$ cat src/rtl/text_ram_pkg.sv
// Shared definitions for the text/glyph RAM port-B arbiter.
// Holds the default RAM geometry and the fill engine state encoding.
package text_ram_pkg;

    localparam int TEXT_RAM_ADDR_W = 15;
    localparam int TEXT_RAM_DATA_W = 16;

    typedef enum logic [1:0] {
        IDLE = 2'd0,
        FILL = 2'd1,
        DONE = 2'd2
    } fill_state_e;

endpackage

$ cat src/rtl/text_ram_fill_fsm.sv
// Hardware fill engine: latches base/length/value on a start pulse, requests
// one RAM write per cycle while filling, advances on each grant and pulses
// o_done one cycle after passing through DONE.
module text_ram_fill_fsm
    import text_ram_pkg::*;
#(
    parameter int ADDR_W = TEXT_RAM_ADDR_W,
    parameter int DATA_W = TEXT_RAM_DATA_W
) (
    input  logic              clk,
    input  logic              rst,
    input  logic              i_start,
    input  logic [ADDR_W-1:0] i_base,
    input  logic [ADDR_W-1:0] i_len,
    input  logic [DATA_W-1:0] i_value,
    input  logic              i_grant,
    output logic              o_req,
    output logic [ADDR_W-1:0] o_addr,
    output logic [DATA_W-1:0] o_value,
    output logic              o_busy,
    output logic              o_done
);

    fill_state_e       r_state;
    fill_state_e       w_state_nxt;
    logic [ADDR_W-1:0] r_addr;
    logic [ADDR_W-1:0] r_rem;
    logic [DATA_W-1:0] r_value;
    logic              r_done;
    logic              w_latch;
    logic              w_step;

    // State register; reset abandons any fill in progress.
    always_ff @(posedge clk or posedge rst) begin
        if (rst) begin
            r_state <= IDLE;
        end else begin
            r_state <= w_state_nxt;
        end
    end

    // Next-state decode, write request and busy flag.
    always_comb begin
        w_state_nxt = r_state;
        w_latch     = 1'b0;
        w_step      = 1'b0;
        o_req       = 1'b0;
        o_busy      = 1'b0;
        case (r_state)
            IDLE: begin
                if (i_start) begin
                    w_latch     = 1'b1;
                    w_state_nxt = (i_len == '0) ? DONE : FILL;
                end
            end
            FILL: begin
                o_req  = 1'b1;
                o_busy = 1'b1;
                if (i_grant) begin
                    w_step = 1'b1;
                    if (r_rem == ADDR_W'(1)) begin
                        w_state_nxt = DONE;
                    end
                end
            end
            DONE: begin
                o_busy      = 1'b1;
                w_state_nxt = IDLE;
            end
            default: w_state_nxt = IDLE;
        endcase
    end

    // Remaining-word counter and completion pulse (control, cleared on reset).
    always_ff @(posedge clk or posedge rst) begin
        if (rst) begin
            r_rem  <= '0;
            r_done <= 1'b0;
        end else begin
            r_done <= (r_state == DONE);
            if (w_latch) begin
                r_rem <= i_len;
            end else if (w_step) begin
                r_rem <= r_rem - ADDR_W'(1);
            end
        end
    end

    // Fill address and value; address wraps naturally at the top of the RAM.
    always_ff @(posedge clk) begin
        if (w_latch) begin
            r_addr  <= i_base;
            r_value <= i_value;
        end else if (w_step) begin
            r_addr <= r_addr + ADDR_W'(1);
        end
    end

    assign o_addr  = r_addr;
    assign o_value = r_value;
    assign o_done  = r_done;

endmodule

$ cat src/rtl/text_ram_port_arbiter.sv
// Port-B owner for the shared text/glyph RAM. Arbitrates between the core
// load/store path and the fill engine, registers the granted access onto
// ram_*, and returns core read data two cycles after acceptance.
// Build option: define ARB_ROUND_ROBIN_EN to alternate contested grants;
// otherwise the core has fixed priority over the fill engine.
module text_ram_port_arbiter
    import text_ram_pkg::*;
#(
    parameter int ADDR_W = TEXT_RAM_ADDR_W,
    parameter int DATA_W = TEXT_RAM_DATA_W
) (
    input  logic              clk,
    input  logic              rst,
    input  logic              core_req,
    input  logic              core_we,
    input  logic [ADDR_W-1:0] core_addr,
    input  logic [DATA_W-1:0] core_wdata,
    output logic              core_ready,
    output logic              core_rvalid,
    output logic [DATA_W-1:0] core_rdata,
    input  logic              clr_start,
    input  logic [ADDR_W-1:0] clr_base,
    input  logic [ADDR_W-1:0] clr_len,
    input  logic [DATA_W-1:0] clr_value,
    output logic              clr_busy,
    output logic              clr_done,
    output logic              ram_we,
    output logic [ADDR_W-1:0] ram_addr,
    output logic [DATA_W-1:0] ram_wdata,
    input  logic [DATA_W-1:0] ram_rdata
);

    logic              w_fill_req;
    logic              w_fill_gnt;
    logic              w_core_gnt;
    logic [ADDR_W-1:0] w_fill_addr;
    logic [DATA_W-1:0] w_fill_value;
    logic              r_tag_p1;
    logic              r_tag_p2;

    text_ram_fill_fsm #(
        .ADDR_W (ADDR_W),
        .DATA_W (DATA_W)
    ) u_fill (
        .clk     (clk),
        .rst     (rst),
        .i_start (clr_start),
        .i_base  (clr_base),
        .i_len   (clr_len),
        .i_value (clr_value),
        .i_grant (w_fill_gnt),
        .o_req   (w_fill_req),
        .o_addr  (w_fill_addr),
        .o_value (w_fill_value),
        .o_busy  (clr_busy),
        .o_done  (clr_done)
    );

`ifdef ARB_ROUND_ROBIN_EN
    logic r_rr_fill;
    logic w_contested;

    // Contested cycles go to whoever the pointer names; otherwise the lone requester wins.
    always_comb begin
        w_contested = core_req & w_fill_req;
        if (w_contested) begin
            w_core_gnt = ~r_rr_fill;
            w_fill_gnt = r_rr_fill;
        end else begin
            w_core_gnt = core_req;
            w_fill_gnt = w_fill_req;
        end
    end

    // Round-robin pointer flips after each contested grant; starts on the core.
    always_ff @(posedge clk or posedge rst) begin
        if (rst) begin
            r_rr_fill <= 1'b0;
        end else if (w_contested) begin
            r_rr_fill <= ~r_rr_fill;
        end
    end
`else
    // Fixed priority: the fill engine only gets cycles the core leaves idle.
    always_comb begin
        w_core_gnt = core_req;
        w_fill_gnt = w_fill_req & ~core_req;
    end
`endif

    assign core_ready = w_core_gnt;

    // Port-B request stage: load on grant, otherwise drop write enable and hold the rest.
    always_ff @(posedge clk or posedge rst) begin
        if (rst) begin
            ram_we    <= 1'b0;
            ram_addr  <= '0;
            ram_wdata <= '0;
        end else if (w_core_gnt) begin
            ram_we    <= core_we;
            ram_addr  <= core_addr;
            ram_wdata <= core_wdata;
        end else if (w_fill_gnt) begin
            ram_we    <= 1'b1;
            ram_addr  <= w_fill_addr;
            ram_wdata <= w_fill_value;
        end else begin
            ram_we <= 1'b0;
        end
    end

    // Read tag shift register: marks which RAM return cycles belong to core reads.
    always_ff @(posedge clk or posedge rst) begin
        if (rst) begin
            r_tag_p1 <= 1'b0;
            r_tag_p2 <= 1'b0;
        end else begin
            r_tag_p1 <= w_core_gnt & ~core_we;
            r_tag_p2 <= r_tag_p1;
        end
    end

    assign core_rvalid = r_tag_p2;
    assign core_rdata  = r_tag_p2 ? ram_rdata : '0;

endmodule

$ cat config.mk
export PLATFORM = sky130hd
export DESIGN_NAME = text_ram_port_arbiter
export DESIGN_NICKNAME = d
export VERILOG_FILES = /design/src/rtl/text_ram_pkg.sv /design/src/rtl/text_ram_fill_fsm.sv /design/src/rtl/text_ram_port_arbiter.sv
export SDC_FILE = /design/constraint.sdc
export NUM_CORES = 1
export LEC_CHECK = 0
export ABC_AREA = 1
export CAP_MARGIN = 25
export CORE_ASPECT_RATIO = 0.8
export CORE_MARGIN = 5
export CORE_UTILIZATION = 42
export DETAILED_ROUTE_END_ITERATION = 8
export PLACE_DENSITY_LB_ADDON = 0.1
export SYNTH_ARGS = -nofsm -noshare
export SYNTH_HDL_FRONTEND = slang
export SYNTH_HIERARCHICAL = 1
export SYNTH_SLANG_ARGS = --single-unit
$ cat constraint.sdc
create_clock -name clk -period 2.2 [get_ports clk]
set_input_delay 0.44 -clock clk [delete_from_list [all_inputs] [get_ports clk]]
set_output_delay 0.44 -clock clk [all_outputs]
set_load 0.005 [all_outputs]
Word level (Yosys, flattened, before mapping)
Cells that the tools add are included.
{"block": "classes", "n_addsub": 2, "n_eq_ne": 6, "mux": 21, "bitwise_logic": 4, "reduce_logical": 6}
{"cell": "$mux W15", "n": 6}
{"cell": "$mux W16", "n": 3}
{"cell": "$add A15 B1 Y15 const B", "n": 1}
{"cell": "$eq A15 B1 Y1 const B", "n": 1}
{"cell": "$logic_not A15 Y1", "n": 1}
{"cell": "$sub A15 B1 Y15 const B", "n": 1}
{"cell": "$mux W2", "n": 4}
{"cell": "$mux W1", "n": 7}
{"cell": "$ne A2 B1 Y1 const B", "n": 2}
{"cell": "$pmux W2 S2", "n": 1}
{"cell": "$reduce_bool A2 Y1", "n": 2}
{"cell": "$reduce_and A3 Y1", "n": 1}
{"cell": "$and A1 B1 Y1", "n": 2}
{"cell": "$eq A2 B1 Y1 const B", "n": 1}
{"cell": "$eq A2 B2 Y1 const B", "n": 1}
{"cell": "$logic_not A2 Y1", "n": 1}
{"cell": "$ne A2 B2 Y1 const B", "n": 1}
{"cell": "$not A1 Y1", "n": 2}
{"cell": "$reduce_or A2 Y1", "n": 1}
{"block": "word_totals", "regBits": 83, "input_bits": 98, "output_inout_bits": 52, "wordCells": 49}

Depth between registers and ports, before layout
Gate-level depths: netlist (run 1).
{"block": "logic_depth", "ltp_word": 7, "depth_mapped": 13, "mapped_depth_nobuf": 11}

By module
The synthesis (run 1) kept the hierarchy.
{"module": "text_ram_fill_fsm", "n_inst": 1, "cells_per_inst": 329, "area_each_um2": 2725.1}
{"module": "text_ram_port_arbiter", "n_inst": 1, "cells_per_inst": 214, "area_each_um2": 1689.1}

Worst setup path after synthesis (run 1)
No wires, ideal clock.
{"block": "synth_path", "kind": "reg2reg", "from": "reg u_fill.r_state[1]", "to": "reg u_fill.r_rem[10]", "setup_ns": 0.124, "arrival_ns": 1.961, "required_time_ns": 2.076, "setup_slack_ns": 0.115, "path_stages_with_launch": 13, "path_buffers": 2, "path_cell_list": "dfrtp_1 > inv_1 > ha_1 > buf_4 > buf_4 > inv_1 > nor2_1 > nand2_1 > nand2_2 > inv_2 > nand2_1 > nand2_1 > o21bai_1"}
{"block": "synth_via", "elab_chain_len": 6}
{"item": "from (decl)", "line_no": "text_ram_fill_fsm.sv:24", "rtl": "fill_state_e r_state;"}
{"item": "from (signal assigned)", "line_no": "text_ram_fill_fsm.sv:38", "rtl": "r_state <= w_state_nxt;"}
{"item": "$eq A2 B1 Y1", "line_no": "text_ram_fill_fsm.sv:49", "rtl": "case (r_state)"}
{"item": "$mux W1", "line_no": "text_ram_fill_fsm.sv:49"}
{"item": "named net w_fill_req", "line_no": "text_ram_port_arbiter.sv:33", "rtl": "logic w_fill_req;"}
{"item": "$and A1 B1 Y1", "line_no": "text_ram_port_arbiter.sv:87", "rtl": "w_fill_gnt = w_fill_req & ~core_req;"}
{"item": "named net w_fill_gnt", "line_no": "text_ram_port_arbiter.sv:34", "rtl": "logic w_fill_gnt;"}
{"item": "$mux W1", "line_no": "text_ram_fill_fsm.sv:59", "rtl": "if (i_grant) begin"}
{"item": "$mux W1", "line_no": "text_ram_fill_fsm.sv:49"}
{"item": "$reduce_bool A2 Y1 (no line)"}
{"item": "to (signal assigned)", "line_no": "text_ram_fill_fsm.sv:82", "rtl": "r_rem <= i_len;"}
{"item": "to (signal assigned)", "line_no": "text_ram_fill_fsm.sv:84", "rtl": "r_rem <= r_rem - ADDR_W'(1);"}
{"item": "to (decl)", "line_no": "text_ram_fill_fsm.sv:27", "rtl": "logic [ADDR_W-1:0] r_rem;"}
The timed path passes the listed nets, and every way through them passes these cells.
A chain may end at the register's enable or synchronous reset.

Worst setup path in the final report (run 1)
{"block": "layout_path", "from": "reg r_tag_p2, in the netlist core_rvalid", "to": "out core_rdata[8]"}
{"block": "layout_via", "elab_chain_len": 1}
{"item": "from (decl)", "line_no": "text_ram_port_arbiter.sv:39", "rtl": "logic r_tag_p2;"}
{"item": "from (signal assigned)", "line_no": "text_ram_port_arbiter.sv:119", "rtl": "r_tag_p2 <= r_tag_p1;"}
{"item": "$mux W16", "line_no": "text_ram_port_arbiter.sv:124", "rtl": "assign core_rdata = r_tag_p2 ? ram_rdata : '0;"}
{"item": "to (decl)", "line_no": "text_ram_port_arbiter.sv:20", "rtl": "output logic [DATA_W-1:0] core_rdata,"}
Every way passes these cells.

==> impl_metrics.ini, run 1 <==
[status]
status = completed

[timing]
worst_pin_slew_ns = 0.530
finalCritPeriodShare_pct = 94.2
slew_viol_final = 0
fmax_mhz = 482
setup_tns_ns = 0
hold_viol = 0
rsz0062_at_grt = false
relSlewSlack_pct = 64.6
period_needed_ns = 2.07
holdWs_ns = 0.352
finalSetupViolCount = 0
clock_skew_ns = 0.00919

[power_and_ir_drop]
p_int_mw = 4.17
power_density_nw_per_um2 = 1050
cellLeakagePower_nw = 2.84
switching_share_pct = 36.9
seqPwrFrac_pct = 39.5
power.switching_mw = 2.44
p_comb_share_pct = 38.2
peakVddDrop_uv = 518
p_clk_share_pct = 22.3

[synthesis]
ys_seq_area_share_pct = 50.6
synthFlopType = dfrtp_1
netlist_area_um2 = 4410
async_flop_share_pct = 62.7
synth-seq-cells = 83
ys_types = 32
ys.warnings.count = 6
synth-edff-count = 31
syn_nets = 647
synth_cells = 543
synth.avg_cell_area_um2 = 8.13

[detailed_routing]
drtPass1Iterations = 5
via_per_inst = 4.92
wl_per_cell_um = 14.8
drc = 0
initialDrtViolationCount = 259
vias = 4133
routed_wl_mm = 12.4
final_antenna_net_count = 0

[worst_setup_path]
arrival_ns = 1.63
startpoint_type = register
worstPathRequired_ns = 1.76
critPathCaptureType = output pin
critical_path_class = register to output pin
cp_max_fo = 17

[cts]
clock-root-buffer = clkbuf_16
clk_path_buf_depth = 2
cts-resized-gates = 0
numCtsBuffers = 9
postCtsSetupBuffers = 0
worstSkewPairLatency_ns = 0.33
numClockSinks = 83
cts.clk_slew.worst_paths_ns = 0.07
cts-htree-levels = 3
cts_tree = yes
postCtsHoldBufs = 0

[final_layout]
stdcell_area_um2 = 6320
fill_cells = 897
drive_gt1_share_pct = 7.29
final_common_cell = nand2_1
layout_common_cells = nand2_1, clkdlybuf4s50_1, nand3_1
seq_area_um2 = 2230
utilization_pct = 61.5
multi_input_area_um2 = 1810
layout.nets = 799
num_antenna_cells = 0
area_growth_pct = 43.2

[grt]
grt_pass1_vias = 4072
grt_max_degree = 35
antenna_found_initial = 0
grt-ovfl-total = 0
grt_pass1_wl_mm = 20.3
grt.total_usage_pct = 19.8

[placement]
portBuffers = 149
placed_cell_area_um2 = 6020
dp_hpwl_mm = 9.32
gp_congestion = 0.894

[floorplan]
core-area_um2 = 10300
dieWidth_um = 125
fp.dieH_um = 102
die-area_um2 = 12700
ios = 150
start_util_pct = 42.9
row_count = 33

[flow_run]
cap_viol_max_count = 0

[hold_path]
hold_path_class = register to register
==> per-stage QoR <==
step,instances,power (mW),setup slack (ns)
finish,840,6.61,0.127
global route,840,7.09,0.0360
CTS,840,6.67,0.105
detailed placement,824,5.16,0.137
global placement,824,5.07,0.205
floorplan,543,4.08,0.115
==> synth_stat cells (2+ instances only) <==
master,n,area share [%]
xnor2_1,4,0.79
nor2_1,38,3.2
o221ai_1,3,0.60
buf_4,6,1.0
nor2_2,4,0.57
ha_1,6,1.7
nand3_2,2,0.45
nor2_4,2,0.51
inv_1,54,4.6
inv_2,4,0.34
nand2_2,6,0.85
o21bai_1,4,0.68
o21ai_0,8,0.91
xor2_1,5,0.99
o22ai_1,2,0.28
buf_6,6,1.5
nand3_1,93,11
dfrtp_1,52,29
a21oi_1,4,0.45
edfxtp_1,31,21
o211ai_1,2,0.34
buf_2,8,0.91
o21ai_1,3,0.34
o21ai_2,2,0.40
nand2_1,187,16
==> final timing paths <==
kind	from	endpoint	slack [ns]	cells past startpoint
worst max-delay path	core_rvalid	core_rdata[8]	0.13	3
worst min-delay path	r_tag_p1	core_rvalid	0.35	0
worst max register to register	u_fill/r_state[1]	u_fill/r_rem[3]	0.31	9
worst min register to register	r_tag_p1	core_rvalid	0.35	0
max in group asynchronous	rst	ram_wdata[9]	1.32	3
min in group asynchronous	rst	u_fill/r_rem[12]	0.48	3
==> cells by family (layout without fill, tap and decap cells) <==
family / after synthesis / in the layout / synth area share, %
compound gates: 29 / 29 / 4.14
xor+xnor: 9 / 9 / 1.79
fa+ha+maj: 6 / 6 / 1.70
buf+inv: 79 / 236 / 8.50
flops: 83 / 83 / 50.6
simple gates: 337 / 337 / 33.3
==> critical path, cell delays in order (launching register included) <==
cell	delay, ns
dfrtp_1	0.64
nand2_1	0.11
inv_1	0.07
clkdlybuf4s50_1	0.49
==> area by class of cell <==
type,count,area share [%]
clock inverters,5,0.673
clock buffers,11,4.02
flip-flops and latches,83,35.3
multi-input cells,381,28.6
inverters,58,3.44
repair buffers,162,25.1
well taps,140,2.77
==> layer usage <==
metal | track usage [%] | vias to the layer above | part of all wire [%]
met1 | 26.9 | 1914 | 46
met2 | 31.7 | 156 | 45
li1 | - | 2049 | -
met3 | 4.85 | 14 | 7.2
met5 | 0 | - | 0
met4 | 6.40 | 0 | 1.8
==> power by group through the flow <==
stage,clock [mW],combinational [mW],sequential [mW]
detailed placement,0,2.53,2.63
floorplan,0,1.54,2.54
global placement,0,2.46,2.61
CTS,1.52,2.54,2.60
global route,1.57,2.84,2.68
finish,1.48,2.52,2.61
==> registers in the layout (all words and copies together), names as in the netlist <==
name / flops
u_fill/o_value: 16
u_fill/r_rem: 15
ram_we: 1
ram_addr: 15
ram_wdata: 16
u_fill/o_addr: 15
u_fill/o_done: 1
r_tag_p1: 1
core_rvalid: 1
u_fill/r_state: 2
(Power assumes the default switching activity.)
==> inputs of run 2 (changes only) <==
--- a/config.mk
+++ b/config.mk
@@ -5,11 +5,10 @@
 export SDC_FILE = /design/constraint.sdc
 export NUM_CORES = 1
 export LEC_CHECK = 0
-export ABC_AREA = 1
 export CAP_MARGIN = 25
 export CORE_ASPECT_RATIO = 0.8
 export CORE_MARGIN = 5
-export CORE_UTILIZATION = 42
+export CORE_UTILIZATION = 45
 export DETAILED_ROUTE_END_ITERATION = 8
 export PLACE_DENSITY_LB_ADDON = 0.1
 export SYNTH_ARGS = -nofsm -noshare
==> constraint.sdc (replaced) <==
create_clock -name clk -period 2.1 [get_ports clk]
set_input_delay 0.42 -clock clk [delete_from_list [all_inputs] [get_ports clk]]
set_output_delay 0.42 -clock clk [all_outputs]
set_load 0.005 [all_outputs]
==> run 2 against run 1 <==
Compared with the run above:
- wire length down 13%
- critical path type is now register to register
- core utilization up 5.5 points
- clock power up 14%
- critical endpoint is now u_fill/r_state[0]
==> impl_metrics.ini, run 2 <==
[floorplan]
die-area_um2 = 11200
row_count = 31
core-area_um2 = 9000
start_util_pct = 45.8
fp.dieH_um = 95.6
ios = 150
dieWidth_um = 117

[final_layout]
final_common_cell = clkdlybuf4s50_1
multi_input_area_um2 = 1690
area_growth_pct = 46.1
seq_area_um2 = 2230
fill_cells = 735
layout_common_cells = clkdlybuf4s50_1, nand2_1, dfrtp_1
layout.nets = 642
num_antenna_cells = 0
drive_gt1_share_pct = 7.18

[detailed_routing]
via_per_inst = 5.10
initialDrtViolationCount = 206
routed_wl_mm = 10.8
final_antenna_net_count = 0
drtPass1Iterations = 4
vias = 3354
drc = 0
wl_per_cell_um = 16.4

[synthesis]
synth-seq-cells = 83
ys.warnings.count = 6
synth_most_common_cell = nand2_1
yosysTopAreaCellShare_pct = 31.6
ys_types = 45
synth.avg_cell_area_um2 = 10.7
synth-edff-count = 31
synth_common_cells = nand2_1, dfrtp_1, o21ai_1
ys_top_cells_by_area = dfrtp_1, edfxtp_1, mux2i_1, nand2_1, o21ai_1
synth_cells = 385
async_flop_share_pct = 62.7
syn_nets = 489
synth_top_cell_by_area = dfrtp_1
netlist_area_um2 = 4120
ys_seq_area_share_pct = 54.1
synthFlopType = dfrtp_1

[timing]
slew_viol_final = 0
clock_skew_ns = 0.0141
finalCritPeriodShare_pct = 95.0
relSlewSlack_pct = 59.9
period_needed_ns = 1.99
holdWs_ns = 0.355
finalSetupViolCount = 0
setup_tns_ns = 0
hold_viol = 0
worst_pin_slew_ns = 0.601
rsz0062_at_grt = false
fmax_mhz = 501

[power_and_ir_drop]
seqPwrFrac_pct = 41.1
p_clk_share_pct = 25.6
power.switching_mw = 2.12
power_density_nw_per_um2 = 1090
cellLeakagePower_nw = 2.33
peakVddDrop_uv = 524
p_comb_share_pct = 33.3
switching_share_pct = 32.3
p_int_mw = 4.45

[worst_setup_path]
worstPathRequired_ns = 2.32
cp_max_fo = 5
worstRegToRegCells = 7
cpPeakStageDelay_ns = 0.39
cp_slowest_cell = dfrtp_1
arrival_ns = 2.21
crit_cells = 7
cp_num_buf_inv = 1
path_cells = inv_1, ha_2, nor2b_1, nor4bb_1, a41o_2, o21ai_1, a32o_1
critical_path_class = register to register
critPathCaptureType = register
startpoint_type = register
critPathTopFamily = simple AND/OR/NAND/NOR gates

[placement]
gp_congestion = 0.826
dp_hpwl_mm = 8.03
portBuffers = 149

[hold_path]
hold_path_class = register to register
min_path_cells = 0

[cts]
cts_tree = yes
worstSkewPairLatency_ns = 0.33
clock-root-buffer = clkbuf_16
cts.clk_slew.worst_paths_ns = 0.06
numCtsBuffers = 9
cts-htree-levels = 3
clk_path_buf_depth = 2
postCtsHoldBufs = 0
numClockSinks = 83

[grt]
grt_max_degree = 65
grt_pass1_wl_mm = 17.0
grt_pass1_vias = 3268
grt-ovfl-total = 0
grt.total_usage_pct = 19.7
antenna_found_initial = 0

[status]
status = completed

[flow_run]
cap_viol_max_count = 0
run 2: layout make-up:
cell class	count	share of cell area, %
Clock buffer	10	3.80
Clock inverter	6	1.50
Inverter	12	0.748
Tap cell	115	2.39
Timing Repair Buffer	162	26.5
Multi-Input combinational cell	270	28.0
Sequential cell	83	37.1
run 2: power groups by stage:
stage                     logic, mW  registers (mW)  clock network [mW]
after floorplan                1.40            2.63                   0
after global placement         2.16            2.71                   0
after detailed placement       2.21            2.72                   0
after CTS                      2.22            2.70                1.71
after global routing           2.44            2.77                1.78
final                          2.19            2.70                1.68
run 2: repair_timing:
action / in CTS / in global routing
resized for setup: 0 / 1
setup buffers: 0 / 0
endpoints found under the setup margin: 0 / 16
run 2: path summary, 6_finish.rpt:
path                                          end         startpoint  slack (ns)
worst max-delay path            u_fill/r_state[0]  u_fill/r_state[1]        0.11
worst min-delay path                  core_rvalid           r_tag_p1        0.36
worst max register to register  u_fill/r_state[0]  u_fill/r_state[1]        0.11
worst min register to register        core_rvalid           r_tag_p1        0.36
max in group asynchronous             core_rvalid                rst        1.24
min in group asynchronous        u_fill/r_rem[13]                rst        0.43
run 2: stage by stage:
step	power, mW	worst slack (ns)	instance area [um2]	std cells	utilization, %
6_report	6.58	0.106	6020	658	66.9
5_1_grt	6.99	0.0195	6020	658	66.9
4_1_cts	6.63	0.0486	6020	658	66.9
3_3_place_gp	4.88	0.125	5700	642	63.4
3_5_place_dp	4.94	0.149	5700	642	63.4
2_1_floorplan	4.03	0.0661	4120	385	-
run 2: routing by layer:
metal	global-route usage (%)	share of wire, %	routed length (um)
met2	33.0	49	5320
met1	25.9	44	4690
met5	0	0	0
met4	5.16	0.86	93
met3	4.31	6.3	674
run 2: kinds of logic after synthesis:
| kind of cell | after synthesis | share of synthesized area [%] |
|---|---|---|
| AOI/OAI and AO/OA | 70 | 9.41 |
| xor gates and xnor gates | 23 | 4.88 |
| adders and majority gates | 6 | 1.82 |
| buffers and inverters | 32 | 5.04 |
| DFF | 83 | 54.1 |
| muxes | 31 | 7.52 |
| and+or+nand+nor | 140 | 17.2 |
run 2: worst reg2reg max path, stage by stage (launching register included):
cell	delay (ns)
dfrtp_1	0.39
inv_1	0.11
ha_2	0.19
nor2b_1	0.28
nor4bb_1	0.38
a41o_2	0.25
o21ai_1	0.08
a32o_1	0.21
==> inputs of run 3 (changes only) <==
--- a/config.mk
+++ b/config.mk
@@ -10,7 +10,7 @@
 export CORE_MARGIN = 5
 export CORE_UTILIZATION = 45
 export DETAILED_ROUTE_END_ITERATION = 8
-export PLACE_DENSITY_LB_ADDON = 0.1
+export PLACE_DENSITY = 0.79
 export SYNTH_ARGS = -nofsm -noshare
 export SYNTH_HDL_FRONTEND = slang
 export SYNTH_HIERARCHICAL = 1
==> run 3 against run 2 <==
Compared with the run above:
- setup slack lost 0.0098 ns
- sequential cell count did not move
- worst hold slack gained 0.0040 ns
- clock skew fell by 0.0053 ns
- wire length up 4.0%
- critical path type is now register to output pin
- critical endpoint is now clr_busy
- highest routed layer unchanged
==> impl_metrics.ini, run 3 (same netlist as run 2, synthesis figures left out) <==
[grt]
grt-ovfl-total = 0
antenna_found_initial = 0
grt_pass1_wl_mm = 18.0
grt_pass1_vias = 3648
grt.total_usage_pct = 20.9
grt_max_degree = 45

[floorplan]
row_count = 31
die-area_um2 = 11200
fp.dieH_um = 95.6
ios = 150
core-area_um2 = 9000
start_util_pct = 45.8
dieWidth_um = 117

[cts]
numClockSinks = 83
cts.clk_slew.worst_paths_ns = 0.06
worstSkewPairLatency_ns = 0.34
clk_path_buf_depth = 2
clock-root-buffer = clkbuf_16
cts_tree = yes
numCtsBuffers = 9
cts-htree-levels = 3

[timing]
fmax_mhz = 499
holdWs_ns = 0.359
rsz0062_at_grt = false
slew_viol_final = 0
finalSetupViolCount = 0
finalCritPeriodShare_pct = 95.4
clock_skew_ns = 0.00877
hold_viol = 0
relSlewSlack_pct = 51.7
period_needed_ns = 2.00
worst_pin_slew_ns = 0.723
setup_tns_ns = 0

[worst_setup_path]
critPathTopFamily = buffers and inverters
cp_max_fo = 3
path_cells = inv_1, ha_1, clkdlybuf4s50_1
cpPeakStageDelay_ns = 0.50
cp_slowest_cell = clkdlybuf4s50_1
cp_num_buf_inv = 2
worstPathRequired_ns = 1.68
critPathCaptureType = output pin
arrival_ns = 1.58
critical_path_class = register to output pin
r2r_slack_ns = 0.17
startpoint_type = register

[detailed_routing]
vias = 3430
drc = 0
initialDrtViolationCount = 182
via_per_inst = 5.21
drtPass1Iterations = 4
final_antenna_net_count = 0
routed_wl_mm = 11.2
wl_per_cell_um = 17.0

[final_layout]
area_growth_pct = 46.1
stdcell_area_um2 = 6030
layout_common_cells = clkdlybuf4s50_1, nand2_1, dfrtp_1
final_common_cell = clkdlybuf4s50_1
num_antenna_cells = 0
drive_gt1_share_pct = 7.18
layout.nets = 642

[hold_path]
hold_path_class = register to register

[placement]
portBuffers = 149
placed_cell_area_um2 = 5700
gp_congestion = 0.867
dp_hpwl_mm = 8.48

[power_and_ir_drop]
power_density_nw_per_um2 = 1100
peakVddDrop_uv = 593
cellLeakagePower_nw = 2.33

[flow_run]
cap_viol_max_count = 0

[status]
status = completed
run 3: layer usage:
layer	global-route usage (%)	wire [um]	share of wire, %	vias up
met5	0	0	0	-
met4	5.92	117	1.0	0
met3	5.27	810	7.2	11
met2	35.1	5500	49	125
met1	26.7	4780	43	1636
li1	-	-	-	1658
run 3: final timing paths:
kind,from,to,cells past startpoint
worst max-delay path,u_fill/r_state[0],clr_busy,3
worst min-delay path,r_tag_p1,core_rvalid,0
worst max register to register,u_fill/r_state[1],u_fill/r_state[0],7
worst min register to register,r_tag_p1,core_rvalid,0
max in group asynchronous,rst,u_fill/r_rem[0],2
min in group asynchronous,rst,ram_wdata[10],3
run 3: per-stage QoR:
step                      cells  setup slack (ns)  total power [mW]  utilization (%)
final                       658            0.0961              6.62             67.0
after global routing        658            0.0272              7.03             67.0
after CTS                   658            0.0533              6.67             66.9
after detailed placement    642            0.0669              4.96             63.4
after global placement      642             0.165              4.84             63.4
after floorplan             385            0.0661              4.03                -
run 3: what timing repair did:
item	CTS	global route
setup endpoints to repair	0	22
gates resized for setup	0	2
setup buffers	0	0
hold buffers	0	0
run 3: power breakdown:
group | total, mW | switching, mW | leakage, nW | internal, mW
Clock | 1.69 | 0.642 | 0.148 | 1.05
Sequential | 2.72 | 0.467 | 0.926 | 2.25
Combinational | 2.21 | 1.05 | 1.25 | 1.16
run 3: layout make-up:
cell class	instances	area, um2
Clock buffer	11	233
Tap cell	115	144
Timing Repair Buffer	162	1600
Multi-Input combinational cell	270	1690
Clock inverter	5	86.3
Sequential cell	83	2230
Fill cell	720	2970
Inverter	12	45.0
